--- src/rtl/dcache_pkg.sv ---
// dcache_pkg: shared types and default geometry for the data cache controller.
//   dcache_state_e : controller FSM states
//   DC_ADDR_W      : default byte address width
//   DC_DATA_W      : default data width (one byte per line)
//   DC_INDEX_W     : default index width (2^DC_INDEX_W lines)
//   DC_TAG_W       : derived tag width
package dcache_pkg;

  localparam int DC_ADDR_W  = 8;
  localparam int DC_DATA_W  = 8;
  localparam int DC_INDEX_W = 3;
  localparam int DC_TAG_W   = DC_ADDR_W - DC_INDEX_W;

  typedef enum logic [2:0] {
    IDLE,
    WB_REQ,
    WB_WAIT,
    AL_REQ,
    AL_WAIT
  } dcache_state_e;

endpackage

--- src/rtl/dcache_ctrl_if.sv ---
// dcache_ctrl_if: read/write/busy byte bus used on both sides of the cache.
//   read, write : request strobes (initiator -> responder)
//   addr, wdata : request address and store data (initiator -> responder)
//   rdata       : load data (responder -> initiator)
//   busy        : stall / busy-wait (responder -> initiator)
// Modports: master = initiator side, slave = responder side.
interface dcache_ctrl_if
  import dcache_pkg::*;
#(
  parameter int ADDR_W = DC_ADDR_W,
  parameter int DATA_W = DC_DATA_W
);

  logic              read;
  logic              write;
  logic [ADDR_W-1:0] addr;
  logic [DATA_W-1:0] wdata;
  logic [DATA_W-1:0] rdata;
  logic              busy;

  modport master (output read, write, addr, wdata, input rdata, busy);
  modport slave  (input read, write, addr, wdata, output rdata, busy);

endinterface

--- src/rtl/dcache_line_array.sv ---
// dcache_line_array: storage for the direct-mapped cache lines.
//   CLK, RESET          : clock, synchronous active-high reset (clears valid/dirty)
//   idx                 : line index for both the read and the write port
//   rd_valid/dirty/tag/data : asynchronous read of line idx
//   data_we, data_in    : write line data
//   tag_we, tag_in      : write tag and mark the line valid
//   dirty_we, dirty_in  : write the dirty bit
module dcache_line_array #(
  parameter int INDEX_W = 3,
  parameter int TAG_W   = 5,
  parameter int DATA_W  = 8
) (
  input  logic               CLK,
  input  logic               RESET,
  input  logic [INDEX_W-1:0] idx,
  output logic               rd_valid,
  output logic               rd_dirty,
  output logic [TAG_W-1:0]   rd_tag,
  output logic [DATA_W-1:0]  rd_data,
  input  logic               data_we,
  input  logic [DATA_W-1:0]  data_in,
  input  logic               tag_we,
  input  logic [TAG_W-1:0]   tag_in,
  input  logic               dirty_we,
  input  logic               dirty_in
);

  localparam int LINES = 1 << INDEX_W;

  logic [LINES-1:0]  valid_q, valid_d;
  logic [LINES-1:0]  dirty_q, dirty_d;
  logic [TAG_W-1:0]  tag_mem  [LINES];
  logic [DATA_W-1:0] data_mem [LINES];

  always_comb begin
    valid_d = valid_q;
    dirty_d = dirty_q;
    if (tag_we)   valid_d[idx] = 1'b1;
    if (dirty_we) dirty_d[idx] = dirty_in;
  end

  always_ff @(posedge CLK) begin
    if (RESET) begin
      valid_q <= '0;
      dirty_q <= '0;
    end else begin
      valid_q <= valid_d;
      dirty_q <= dirty_d;
    end
  end

  // Tag/data need no reset: a line is only trusted once its valid bit is set.
  always_ff @(posedge CLK) begin
    if (!RESET) begin
      if (data_we) data_mem[idx] <= data_in;
      if (tag_we)  tag_mem[idx]  <= tag_in;
    end
  end

  assign rd_valid = valid_q[idx];
  assign rd_dirty = dirty_q[idx];
  assign rd_tag   = tag_mem[idx];
  assign rd_data  = data_mem[idx];

endmodule

--- src/rtl/dcache_ctrl.sv ---
// dcache_ctrl: direct-mapped, write-back, write-allocate byte cache controller.
//   CLK, RESET : clock, synchronous active-high reset
//   cpu (slave)  : CPU requests; cpu.busy stalls the CPU on a miss
//   mem (master) : data memory read/write/busy-wait bus
//   hit_count, miss_count : saturating statistics (only with DCACHE_STATS_EN)
// Optional feature macro: DCACHE_STATS_EN.
module dcache_ctrl
  import dcache_pkg::*;
#(
  parameter int ADDR_W  = DC_ADDR_W,
  parameter int DATA_W  = DC_DATA_W,
  parameter int INDEX_W = DC_INDEX_W
) (
  input  logic          CLK,
  input  logic          RESET,
  dcache_ctrl_if.slave  cpu,
  dcache_ctrl_if.master mem
`ifdef DCACHE_STATS_EN
  ,
  output logic [7:0]    hit_count,
  output logic [7:0]    miss_count
`endif
);

  localparam int TAG_W = ADDR_W - INDEX_W;

  dcache_state_e state_q, state_d;

  logic [INDEX_W-1:0] idx;
  logic [TAG_W-1:0]   req_tag;
  logic               valid_req;
  logic               hit;

  logic               line_valid, line_dirty;
  logic [TAG_W-1:0]   line_tag;
  logic [DATA_W-1:0]  line_data;

  logic               data_we, tag_we, dirty_we, dirty_in;
  logic [DATA_W-1:0]  data_in;

  assign idx       = cpu.addr[INDEX_W-1:0];
  assign req_tag   = cpu.addr[ADDR_W-1:INDEX_W];
  // Both strobes high is treated as no request at all.
  assign valid_req = cpu.read ^ cpu.write;
  assign hit       = line_valid && (line_tag == req_tag);

  dcache_line_array #(
    .INDEX_W (INDEX_W),
    .TAG_W   (TAG_W),
    .DATA_W  (DATA_W)
  ) u_lines (
    .CLK      (CLK),
    .RESET    (RESET),
    .idx      (idx),
    .rd_valid (line_valid),
    .rd_dirty (line_dirty),
    .rd_tag   (line_tag),
    .rd_data  (line_data),
    .data_we  (data_we),
    .data_in  (data_in),
    .tag_we   (tag_we),
    .tag_in   (req_tag),
    .dirty_we (dirty_we),
    .dirty_in (dirty_in)
  );

  always_ff @(posedge CLK) begin
    if (RESET) state_q <= IDLE;
    else       state_q <= state_d;
  end

  // The CPU holds its address during a miss, so idx still selects the victim
  // line while writing back and the new line while allocating.
  always_comb begin
    state_d   = state_q;
    cpu.busy  = 1'b0;
    cpu.rdata = '0;
    mem.read  = 1'b0;
    mem.write = 1'b0;
    mem.addr  = '0;
    mem.wdata = '0;
    data_we   = 1'b0;
    data_in   = cpu.wdata;
    tag_we    = 1'b0;
    dirty_we  = 1'b0;
    dirty_in  = 1'b0;

    case (state_q)
      IDLE: begin
        if (valid_req) begin
          if (hit) begin
            if (cpu.read) begin
              cpu.rdata = line_data;
            end else begin
              data_we  = 1'b1;
              dirty_we = 1'b1;
              dirty_in = 1'b1;
            end
          end else begin
            cpu.busy = 1'b1;
            state_d  = (line_valid && line_dirty) ? WB_REQ : AL_REQ;
          end
        end
      end
      WB_REQ, WB_WAIT: begin
        cpu.busy  = 1'b1;
        mem.write = 1'b1;
        mem.addr  = {line_tag, idx};
        mem.wdata = line_data;
        if (state_q == WB_REQ) begin
          if (mem.busy) state_d = WB_WAIT;
        end else if (!mem.busy) begin
          dirty_we = 1'b1;
          state_d  = AL_REQ;
        end
      end
      AL_REQ, AL_WAIT: begin
        cpu.busy = 1'b1;
        mem.read = 1'b1;
        mem.addr = cpu.addr;
        if (state_q == AL_REQ) begin
          if (mem.busy) state_d = AL_WAIT;
        end else if (!mem.busy) begin
          data_we  = 1'b1;
          data_in  = mem.rdata;
          tag_we   = 1'b1;
          dirty_we = 1'b1;
          state_d  = IDLE;
        end
      end
      default: state_d = IDLE;
    endcase
  end

`ifdef DCACHE_STATS_EN
  logic [7:0] hit_cnt_q, hit_cnt_d;
  logic [7:0] miss_cnt_q, miss_cnt_d;
  // Set on the allocate->IDLE step so the completing re-hit is not counted.
  logic       refill_q, refill_d;

  always_comb begin
    hit_cnt_d  = hit_cnt_q;
    miss_cnt_d = miss_cnt_q;
    refill_d   = refill_q;
    if (state_q == IDLE && valid_req) begin
      if (hit) begin
        if (!refill_q && hit_cnt_q != 8'hFF) hit_cnt_d = hit_cnt_q + 8'd1;
        refill_d = 1'b0;
      end else if (miss_cnt_q != 8'hFF) begin
        miss_cnt_d = miss_cnt_q + 8'd1;
      end
    end
    if (state_q == AL_WAIT && !mem.busy) refill_d = 1'b1;
  end

  always_ff @(posedge CLK) begin
    if (RESET) begin
      hit_cnt_q  <= '0;
      miss_cnt_q <= '0;
      refill_q   <= 1'b0;
    end else begin
      hit_cnt_q  <= hit_cnt_d;
      miss_cnt_q <= miss_cnt_d;
      refill_q   <= refill_d;
    end
  end

  assign hit_count  = hit_cnt_q;
  assign miss_count = miss_cnt_q;
`endif

endmodule

--- src/flat_wrapper.sv ---
// flat-port wrapper written by rule: the top's interface ports become plain ports
module dcache_ctrl_flat import dcache_pkg::*;
#(
  parameter int ADDR_W  = DC_ADDR_W,
  parameter int DATA_W  = DC_DATA_W,
  parameter int INDEX_W = DC_INDEX_W
)
  (CLK, RESET, cpu_read, cpu_write, cpu_addr, cpu_wdata, cpu_rdata, cpu_busy, mem_read, mem_write, mem_addr, mem_wdata, mem_rdata, mem_busy);
  dcache_ctrl_if #(.ADDR_W(ADDR_W), .DATA_W(DATA_W)) cpu_i ();
  dcache_ctrl_if #(.ADDR_W(ADDR_W), .DATA_W(DATA_W)) mem_i ();
  input  logic CLK;
  input  logic RESET;
  input wire logic [$bits(cpu_i.read)-1:0] cpu_read;
  input wire logic [$bits(cpu_i.write)-1:0] cpu_write;
  input wire logic [$bits(cpu_i.addr)-1:0] cpu_addr;
  input wire logic [$bits(cpu_i.wdata)-1:0] cpu_wdata;
  output wire logic [$bits(cpu_i.rdata)-1:0] cpu_rdata;
  output wire logic [$bits(cpu_i.busy)-1:0] cpu_busy;
  output wire logic [$bits(mem_i.read)-1:0] mem_read;
  output wire logic [$bits(mem_i.write)-1:0] mem_write;
  output wire logic [$bits(mem_i.addr)-1:0] mem_addr;
  output wire logic [$bits(mem_i.wdata)-1:0] mem_wdata;
  input wire logic [$bits(mem_i.rdata)-1:0] mem_rdata;
  input wire logic [$bits(mem_i.busy)-1:0] mem_busy;
  assign cpu_i.read = cpu_read;
  assign cpu_i.write = cpu_write;
  assign cpu_i.addr = cpu_addr;
  assign cpu_i.wdata = cpu_wdata;
  assign cpu_rdata = cpu_i.rdata;
  assign cpu_busy = cpu_i.busy;
  assign mem_read = mem_i.read;
  assign mem_write = mem_i.write;
  assign mem_addr = mem_i.addr;
  assign mem_wdata = mem_i.wdata;
  assign mem_i.rdata = mem_rdata;
  assign mem_i.busy = mem_busy;
  dcache_ctrl #(.ADDR_W(ADDR_W), .DATA_W(DATA_W), .INDEX_W(INDEX_W)) u_core (.CLK(CLK), .RESET(RESET), .cpu(cpu_i), .mem(mem_i));
endmodule
--- config.mk ---
export PLATFORM = sky130hd
export DESIGN_NAME = dcache_ctrl_flat
export DESIGN_NICKNAME = d
export VERILOG_FILES = /design/src/rtl/dcache_pkg.sv /design/src/rtl/dcache_ctrl_if.sv /design/src/rtl/dcache_line_array.sv /design/src/rtl/dcache_ctrl.sv /design/src/flat_wrapper.sv
export SDC_FILE = /design/constraint.sdc
export NUM_CORES = 1
export LEC_CHECK = 0
export BUFFER_PORTS_ARGS = -buffer_cell sky130_fd_sc_hd__buf_4
export CORE_MARGIN = 2
export CORE_UTILIZATION = 40
export CTS_CLUSTER_DIAMETER = 80
export DETAILED_ROUTE_END_ITERATION = 7
export SYNTH_ARGS = -nofsm -noshare
export SYNTH_HDL_FRONTEND = slang
export SYNTH_SLANG_ARGS = --single-unit
--- constraint.sdc ---
create_clock -name CLK -period 4 [get_ports CLK]
set_input_delay 0.8 -clock CLK [delete_from_list [all_inputs] [get_ports CLK]]
set_output_delay 0.8 -clock CLK [all_outputs]
set_load 0.1 [all_outputs]
# Word level (Yosys, flattened, before mapping)
# Memories as Yosys holds them, arrays and structs flattened.
# Index checks and enable logic that the tools add are counted.
dict set report word_totals {
  input_bits 29
  output_inout_bits 27
  register_bits 19
  mem_count 2
  ram_bits 104
  word_cells 75
}
# memory words word_bits read_ports rd_clocked_by_memory_dff write_ports line
set mem_list {}
lappend mem_list {u_core.u_lines.data_mem 8 8 1 0 1 dcache_line_array.sv:33} ;# logic [DATA_W-1:0] data_mem [LINES];
lappend mem_list {u_core.u_lines.tag_mem 8 5 1 0 1 dcache_line_array.sv:32} ;# logic [TAG_W-1:0] tag_mem [LINES];
dict set report op_classes {
  bitwise 2
  n_mux 47
  n_reduce_logical 8
  eq_ne 11
  order_cmp 2
}
# operator count
set ops {}
lappend ops {{$mux 8} 8}
lappend ops {{$mux 3} 8}
lappend ops {{$mux 1} 21}
lappend ops {{$pmux 8 s2} 1}
lappend ops {{$pmux 3 s3} 1}
lappend ops {{$bwmux 8} 1}
lappend ops {{$or 8x8->8} 1}
lappend ops {{$bmux 1 s3} 2}
lappend ops {{$eq 3x2->1 const B} 2}
lappend ops {{$ne 3x2->1 const B} 2}
lappend ops {{$ne 3x3->1 const B} 2}
lappend ops {{$reduce_and 6->1} 1}
lappend ops {{$eq 5x5->1} 1}
lappend ops {{$lt 3x4->1 const B} 1}
lappend ops {{$pmux 1 s2} 2}
lappend ops {{$reduce_or 2->1} 2}
lappend ops {{$reduce_or 4->1} 1}
lappend ops {{$demux 1 s3} 1}
lappend ops {{$eq 3x1->1 const B} 1}
lappend ops {{$eq 3x3->1 const B} 1}
lappend ops {{$ge 3x1->1 const B} 1}
lappend ops {{$logic_and 1x1->1} 3}
lappend ops {{$logic_not 3->1} 1}
lappend ops {{$pmux 1 s3} 1}
lappend ops {{4 further kinds} 4}

# Longest topological paths before layout
# Gate-level depths: netlist of run 1.
dict set report depth {
  depth_word 9
  depth_mapped 10
  ltp_nobuf 6
}

# Modules after synthesis
# From an unflattened synthesis of run 1, not the netlist that was laid out.
dict set report hier_totals {
  cells_unflattened 337
  hier_area_um2 5540.3
}
# module n_inst cells_each seq_area_each_um2 area_per_inst_um2
set by_module_without_submodules {}
lappend by_module_without_submodules {dcache_line_array 1 253 3443.3 4845.9}
lappend by_module_without_submodules {dcache_ctrl 1 84 60.1 694.4}

# Worst setup path before layout of run 1
# OpenSTA, ideal clock, no wires.
dict set report synth_timing {
  kind {input to output}
  start {input cpu_addr[0]}
  end {output mem_addr[3]}
  arrival_ns 3.776
  path_buffers 2
  path_stages 5
  required_ns 3.200
  path_slack_ns -0.576
  path_cell_list {buf_6 > buf_6 > mux2i_1 > mux4_2 > o21ai_0}
}
dict set report synth_via {
  elab_chain_cells 2
}
# element line
set synth_rtl {}
lappend synth_rtl {{start: declaration} flat_wrapper.sv:15} ;# input wire logic [$bits(cpu_i.addr)-1:0] cpu_addr;
lappend synth_rtl {{$mem_v2 8x5} n/a}
lappend synth_rtl {{$pmux 8 s2} dcache_ctrl.sv:88} ;# case (state_q)
lappend synth_rtl {{end: declaration} flat_wrapper.sv:21} ;# output wire logic [$bits(mem_i.addr)-1:0] mem_addr;
# Every way passes these cells.

# Worst setup path in the final report of run 1
dict set report layout_timing {
  start {input cpu_addr[0]}
  end {output mem_wdata[1]}
}
dict set report layout_via {
  elab_chain_cells 2
}
# element line
set layout_rtl {}
lappend layout_rtl {{$mem_v2 8x8} n/a}
lappend layout_rtl {{$mux 8} dcache_ctrl.sv:88}
lappend layout_rtl {{end: declaration} flat_wrapper.sv:22} ;# output wire logic [$bits(mem_i.wdata)-1:0] mem_wdata;
# Every way passes these cells.

==> impl_results.md, run 1 <==
* Status: complete, no violations
* Seq cells post-synth at between 100 and 150
* Mux share of post-synthesis cell area at a little under an eighth
* Post-layout min period at 3.85 ns
* CTS sink cnt at between 100 and 150
* CTS tree: yes
* Most frequent cells in the layout: edfxtp_1 (104), buf_4 (89), nor2_1 (42)
* Worst VDD drop at ~0.30 mV
* Startpoint types: primary input
* Die width at 121 um
* Post-CTS Setup Inserts at 0
* Syn Nets at approximately 440
* Clk pwr share at 38.4%
* Port Buffers at 55
* Ant diodes at 0
* Sw Pwr at roughly 1.1 mW
* Setup Skew at between 0.008 and 0.009 ns
* Synthesized cell area at about 0.0054 mm2
* Period utilization at 96.4%
* Simple-Gate Fraction of Synth Area at under 10%
* First-pass GRT wire length at 19,900 um
* TritonCTS Buffers at 17
* Drc violations at 0
* ANT nets after route at 0
* Clk slew on worst S/H paths at ~0.05 ns
* Final Max Slew Viols at 0
* Post-cts sizing count at 0
* Headroom to the max-slew limit at ~34%
* CTS Root Cell: clkbuf_16
* Die Ht at around 120 um
* Core area at between 0.01 and 0.015 mm2
* Commonest non-fill, non-tap cell in the layout: edfxtp_1
* Max Clk Rate at between 200 and 300 MHz
* Largest family of logic cells by synthesized area: multiplexers
* LEAKAGE at approximately 2.5 nW
* Top FF cell, synth: edfxtp_1
* Sequential fraction of the synthesis area at 64.5%
* Adder-cell area share of the yosys netlist at 0%
* Combinational share of power at a little over a fifth
* Gp weighted congestion at about 0.8
* Clk buf depth at 2
* # IOs at 56
* YS warnings at 0
* Drt wl/cell at 19.0 um
* Hold Path Class: reg2reg
* Row count at 42
* Post-Layout Inst Area at roughly 0.0068 mm2
* Int Pwr at roughly 2.4 mW
* Post-DP HPWL at around 8600 um
* Worst-path fanout max at 22
* # nets final at 523
* Crit Path Category: in2out
* Die ar. at ~0.015 mm2
* Area added between synthesis and finish at 25.9%
* Routed vias at roughly 3.7k
* Syn Area/Cell at between 10 and 15 um2
* WL final at approximately 13,000 um
* Synth cell types at 48
* Max-Cap Viols at 0
* Gr usage total at between 10% and 20%
* Complex-gate fraction of the synthesized area at 10.5%
* Post-Synth XOR/XNOR Area at 1.29%
* Setup crit end kind: output pin
* # hold bufs at CTS at 0
* Worst-Margin Slew at a little under 1 ns
* Post-Route Setup TNS at 0 ns
* EDFF count, synth at ~100
* Part of the power in registers at about two fifths
* Post-DP Area at 0.00632 mm2
* Total gr overflow at 0
* Via density at roughly 5.4
* Initial antenna violation count at 0
* # setup viols final at 0
* Ys async rst share at 0%
* Fin. Hold Viols at 0
* Top-area cell type share of the netlist area at 57.5%
* Pwr Total at about 3.5 mW
* Initial Utilization at ~41%
* Critical Path RT at around 3.2 ns
* Synth area leader: edfxtp_1
* Top cells by area, synth: edfxtp_1 (58%), dfxtp_1 (7.0%), mux2i_1 (5.5%), nor2_1 (4.0%), mux4_2 (3.3%)
* Pre-antenna DRT Iters at 5
* Power Density at roughly 500 mW/mm2
* Largest net degree at the start of global routing at 27
* Synth Instances at between 400 and 500
* Share of post-route cells with drive strength above 1 at 31.8%
* Vias in the first global route at roughly 3.5k
* Clock H-tree levels at 4
* Iter 0 DRT Violations at about 350
* Critical path arrival at 3.05 ns
* Clock Latency Late Sink at slightly above 0.4 ns
* Switching Share at 30.6%
* Filler cell count at 1,145
* Unrepaired setup endpoints after global routing: no
[power groups by stage]
stage	logic, mW	clock network [mW]	registers [mW]
detailed placement	0.724	0	1.44
global route	0.754	1.41	1.41
floorplan	0.561	0	1.42
global placement	0.722	0	1.44
CTS	0.727	1.35	1.41
finish	0.721	1.33	1.41
[state kept, by name, summed over array words and instances, names as in the netlist]
| register | flops |
|---|---|
| u_core.u_lines.data_mem | 64 |
| u_core.u_lines.tag_mem | 40 |
| u_core.u_lines.dirty_q | 8 |
| u_core.u_lines.valid_q | 8 |
| u_core.state_q | 3 |
[Yosys cell counts (all sizes together) (4+ instances only)]
master,count
o22ai,6
dfxtp,19
a21oi,25
xor2,4
and3,5
a211oi,4
nand2b,6
mux4,8
a31oi,7
o21ai,27
nand3,7
mux2,13
buf,12
nor2,58
clkbuf,16
xnor2,4
edfxtp,104
nand2,18
mux2i,30
a221oi,5
[critical path, cell delays in order]
cell	delay [ns]
buf_6	0.24
buf_4	0.22
buf_4	0.22
mux2_2	0.35
a221oi_1	0.27
a21oi_1	0.08
a221oi_1	0.35
buf_4	0.21
nor2_2	0.03
buf_4	0.26
[final cells by class]
cell class / instances / area (um2) / share of cell area [%]
repair buffers: 91 / 699 / 10.2
well taps: 176 / 220 / 3.22
multi-input cells: 258 / 1890 / 27.6
flip-flops and latches: 123 / 3500 / 51.3
clock inverters: 4 / 18.8 / 0.275
clock buffers: 28 / 497 / 7.27
inverters: 3 / 11.3 / 0.165
[routing by layer]
layer / global-route usage [%] / wire length (um)
met5: 0 / 0
met4: 6.98 / 232
met3: 5.00 / 767
met2: 29.2 / 6120
met1: 25.2 / 5860
[final timing paths]
path / startpoint / slack, ns / cells past startpoint / to
setup reg to reg: u_core.u_lines.tag_mem[6][1]$_DFFE_PP_ / 1.12 / 8 / u_core.u_lines.data_mem[6][2]$_DFFE_PP_
hold reg to reg: u_core.u_lines.dirty_q[4]$_SDFFE_PP0P_ / 0.47 / 2 / u_core.u_lines.dirty_q[4]$_SDFFE_PP0P_
hold / removal: u_core.u_lines.dirty_q[4]$_SDFFE_PP0P_ / 0.47 / 2 / u_core.u_lines.dirty_q[4]$_SDFFE_PP0P_
setup / recovery: cpu_addr[0] / 0.15 / 10 / mem_wdata[1]
[logic make-up after synthesis]
kind of cell / count (synthesis)
mux: 51
compound gates: 90
buf+inv: 31
flops: 123
simple gates: 109
xor+xnor: 8
[metrics by stage]
stage	hold WS, ns	std cells	setup WS (ns)	utilization (%)
6_report	0.468	683	0.145	51.6
5_1_grt	0.491	683	0.0377	51.6
4_1_cts	0.466	683	0.0531	51.6
3_5_place_dp	0.460	651	0.0648	47.7
3_3_place_gp	0.450	651	0.0658	47.7
2_1_floorplan	0.429	412	0.0852	-
(Power assumes the default switching activity.)
==> run 2: changes to the inputs <==
- CORE_UTILIZATION: 40 -> 47
- PLACE_DENSITY: unset -> 0.66
==> impl_results.md, run 2 (synthesis gave the netlist of run 1 again) <==
* Status: complete, no violations
* Clk buf depth at 2
* LEAKAGE at roughly 2.4 nW
* Die Ht at between 100 and 150 um
* Post-layout min period at ~3.9 ns
* Setup crit end kind: output pin
* Sequential cell area at 0.00350 mm2
* CTS Root Cell: clkbuf_16
* CTS sink cnt at about 120
* First-pass GRT wire length at just over 20,000 um
* Drt wl/cell at about 20 um
* Pre-CTS setup slack at -0.0205 ns
* Area of the multi-input gates at 0.00189 mm2
* Critical path arrival at roughly 3.1 ns
* Drc violations at 0
* Setup Skew at approximately 0.010 ns
* Hold Path Class: reg2reg
* # nets final at between 500 and 600
* Headroom to the max-slew limit at a little over a third
* Total gr overflow at 0
* Worst-path fanout max at 23
* Clock Latency Late Sink at 0.42 ns
* Pwr Total at between 3 and 4 mW
* Via density at roughly 5.8
* Most frequent cells in the layout: edfxtp_1 (104), buf_4 (82), nor2_1 (42)
* Clock H-tree levels at 4
* Clk slew on worst S/H paths at approximately 0.060 ns
* Initial Utilization at between 40 and 50%
* Max-Cap Viols at 0
* Die ar. at 0.0124 mm2
* Ant diodes at 0
* Crit Path Category: in2out
* Worst VDD drop at about 0.33 mV
* Global routing's busiest layer: met2
* TritonCTS Buffers at 17
* Fin. Hold Viols at 0
* Period utilization at 96.8%
* Post-DP HPWL at about 8500 um
* Max Clk Rate at roughly 260 MHz
* M1 GR Usage at about 28%
* Filler cell count at between 800 and 900
* Initial antenna violation count at 0
* Core area at approximately 0.011 mm2
* Gp weighted congestion at 0.843
* # IOs at 56
* Unrepaired setup endpoints after global routing: no
* Met3 GRT Util at under 10%
* Row count at 39
* Iter 0 DRT Violations at 408
* Max reg flops at between 60 and 70
* # setup viols final at 0
* ANT nets after route at 0
* Vias in the first global route at approximately 3.8k
* Routed vias at between 3k and 4k
* Largest net degree at the start of global routing at 24
* Final Max Slew Viols at 0
* Critical Path RT at 3.20 ns
* Area added between synthesis and finish at 24.4%
* Commonest non-fill, non-tap cell in the layout: edfxtp_1
* Worst-Margin Slew at about 0.97 ns
* Met2 Use GR at 36.7%
* WL final at between 10,000 and 15,000 um
* Setup ws final at roughly 0.13 ns
* Port Buffers at 55
* Largest regs: u_core.u_lines.data_mem: 64 flops, u_core.u_lines.tag_mem: 40 flops
* Startpoint types: primary input
* Power Density at approximately 520 mW/mm2
* Top reg by flops: u_core.u_lines.data_mem
* Share of post-route cells with drive strength above 1 at between 30 and 40%
* Gr usage total at 22.0%
* Die width at 111 um
* Pre-antenna DRT Iters at 4
* CTS tree: yes
-- run 2: cell type report --
type                            instances  share of cell area, %
Clock inverter                         14                   1.57
Tap cell                              143                   2.65
Inverter                                3                  0.167
Sequential cell                       123                   51.9
Clock buffer                           18                   6.35
Timing Repair Buffer                   83                   9.41
Multi-Input combinational cell        258                   28.0
-- run 2: metal layers --
metal	routed length, um	part of all wire, %
met1	5550	43
met2	6500	50
met3	755	5.8
met4	238	1.8
met5	0	0
-- run 2: through the flow --
stage	instances	hold WS (ns)	instance area, um2	TNS (ns)	utilization, %
after floorplan	412	0.429	5530	0	-
after global placement	609	0.441	6190	0	54.7
after detailed placement	609	0.457	6190	-0.0864	54.7
after CTS	642	0.472	6750	0	59.6
after global routing	642	0.495	6760	0	59.7
final	642	0.471	6760	0	59.7
-- run 2: worst paths after layout --
kind                                          startpoint                                       to  slack [ns]  cells after the start
setup reg to reg  u_core.u_lines.tag_mem[3][1]$_DFFE_PP_  u_core.u_lines.data_mem[1][2]$_DFFE_PP_        1.17                      9
hold / removal    u_core.u_lines.valid_q[4]$_SDFFE_PP0P_   u_core.u_lines.valid_q[4]$_SDFFE_PP0P_        0.47                      2
hold reg to reg   u_core.u_lines.valid_q[4]$_SDFFE_PP0P_   u_core.u_lines.valid_q[4]$_SDFFE_PP0P_        0.47                      2
setup / recovery                             cpu_addr[0]                             cpu_rdata[0]        0.13                      9
-- run 2: power by group --
group	total [mW]	internal, mW	switching, mW
combinational	0.715	0.167	0.549
sequential	1.41	1.40	0.0163
clock	1.38	0.840	0.538
-- run 2: worst max-delay path: stages --
cell and delay [ns]:
buf_4 0.32, mux2i_1 0.13, mux4_2 0.49, xnor2_1 0.19
a2111oi_4 0.43, nand3_4 0.12, buf_12 0.17, nor2_4 0.10
buf_4 0.28
-- run 2: repair_timing --
| action | 4_1_cts | 5_1_grt |
|---|---|---|
| pin swaps | 1 | 0 |
| resized for setup | 0 | 1 |
| gates cloned | 0 | 0 |
| hold buffers | 0 | 0 |
| buffers inserted | 1 | 0 |
| endpoints found under the setup margin | 8 | 5 |
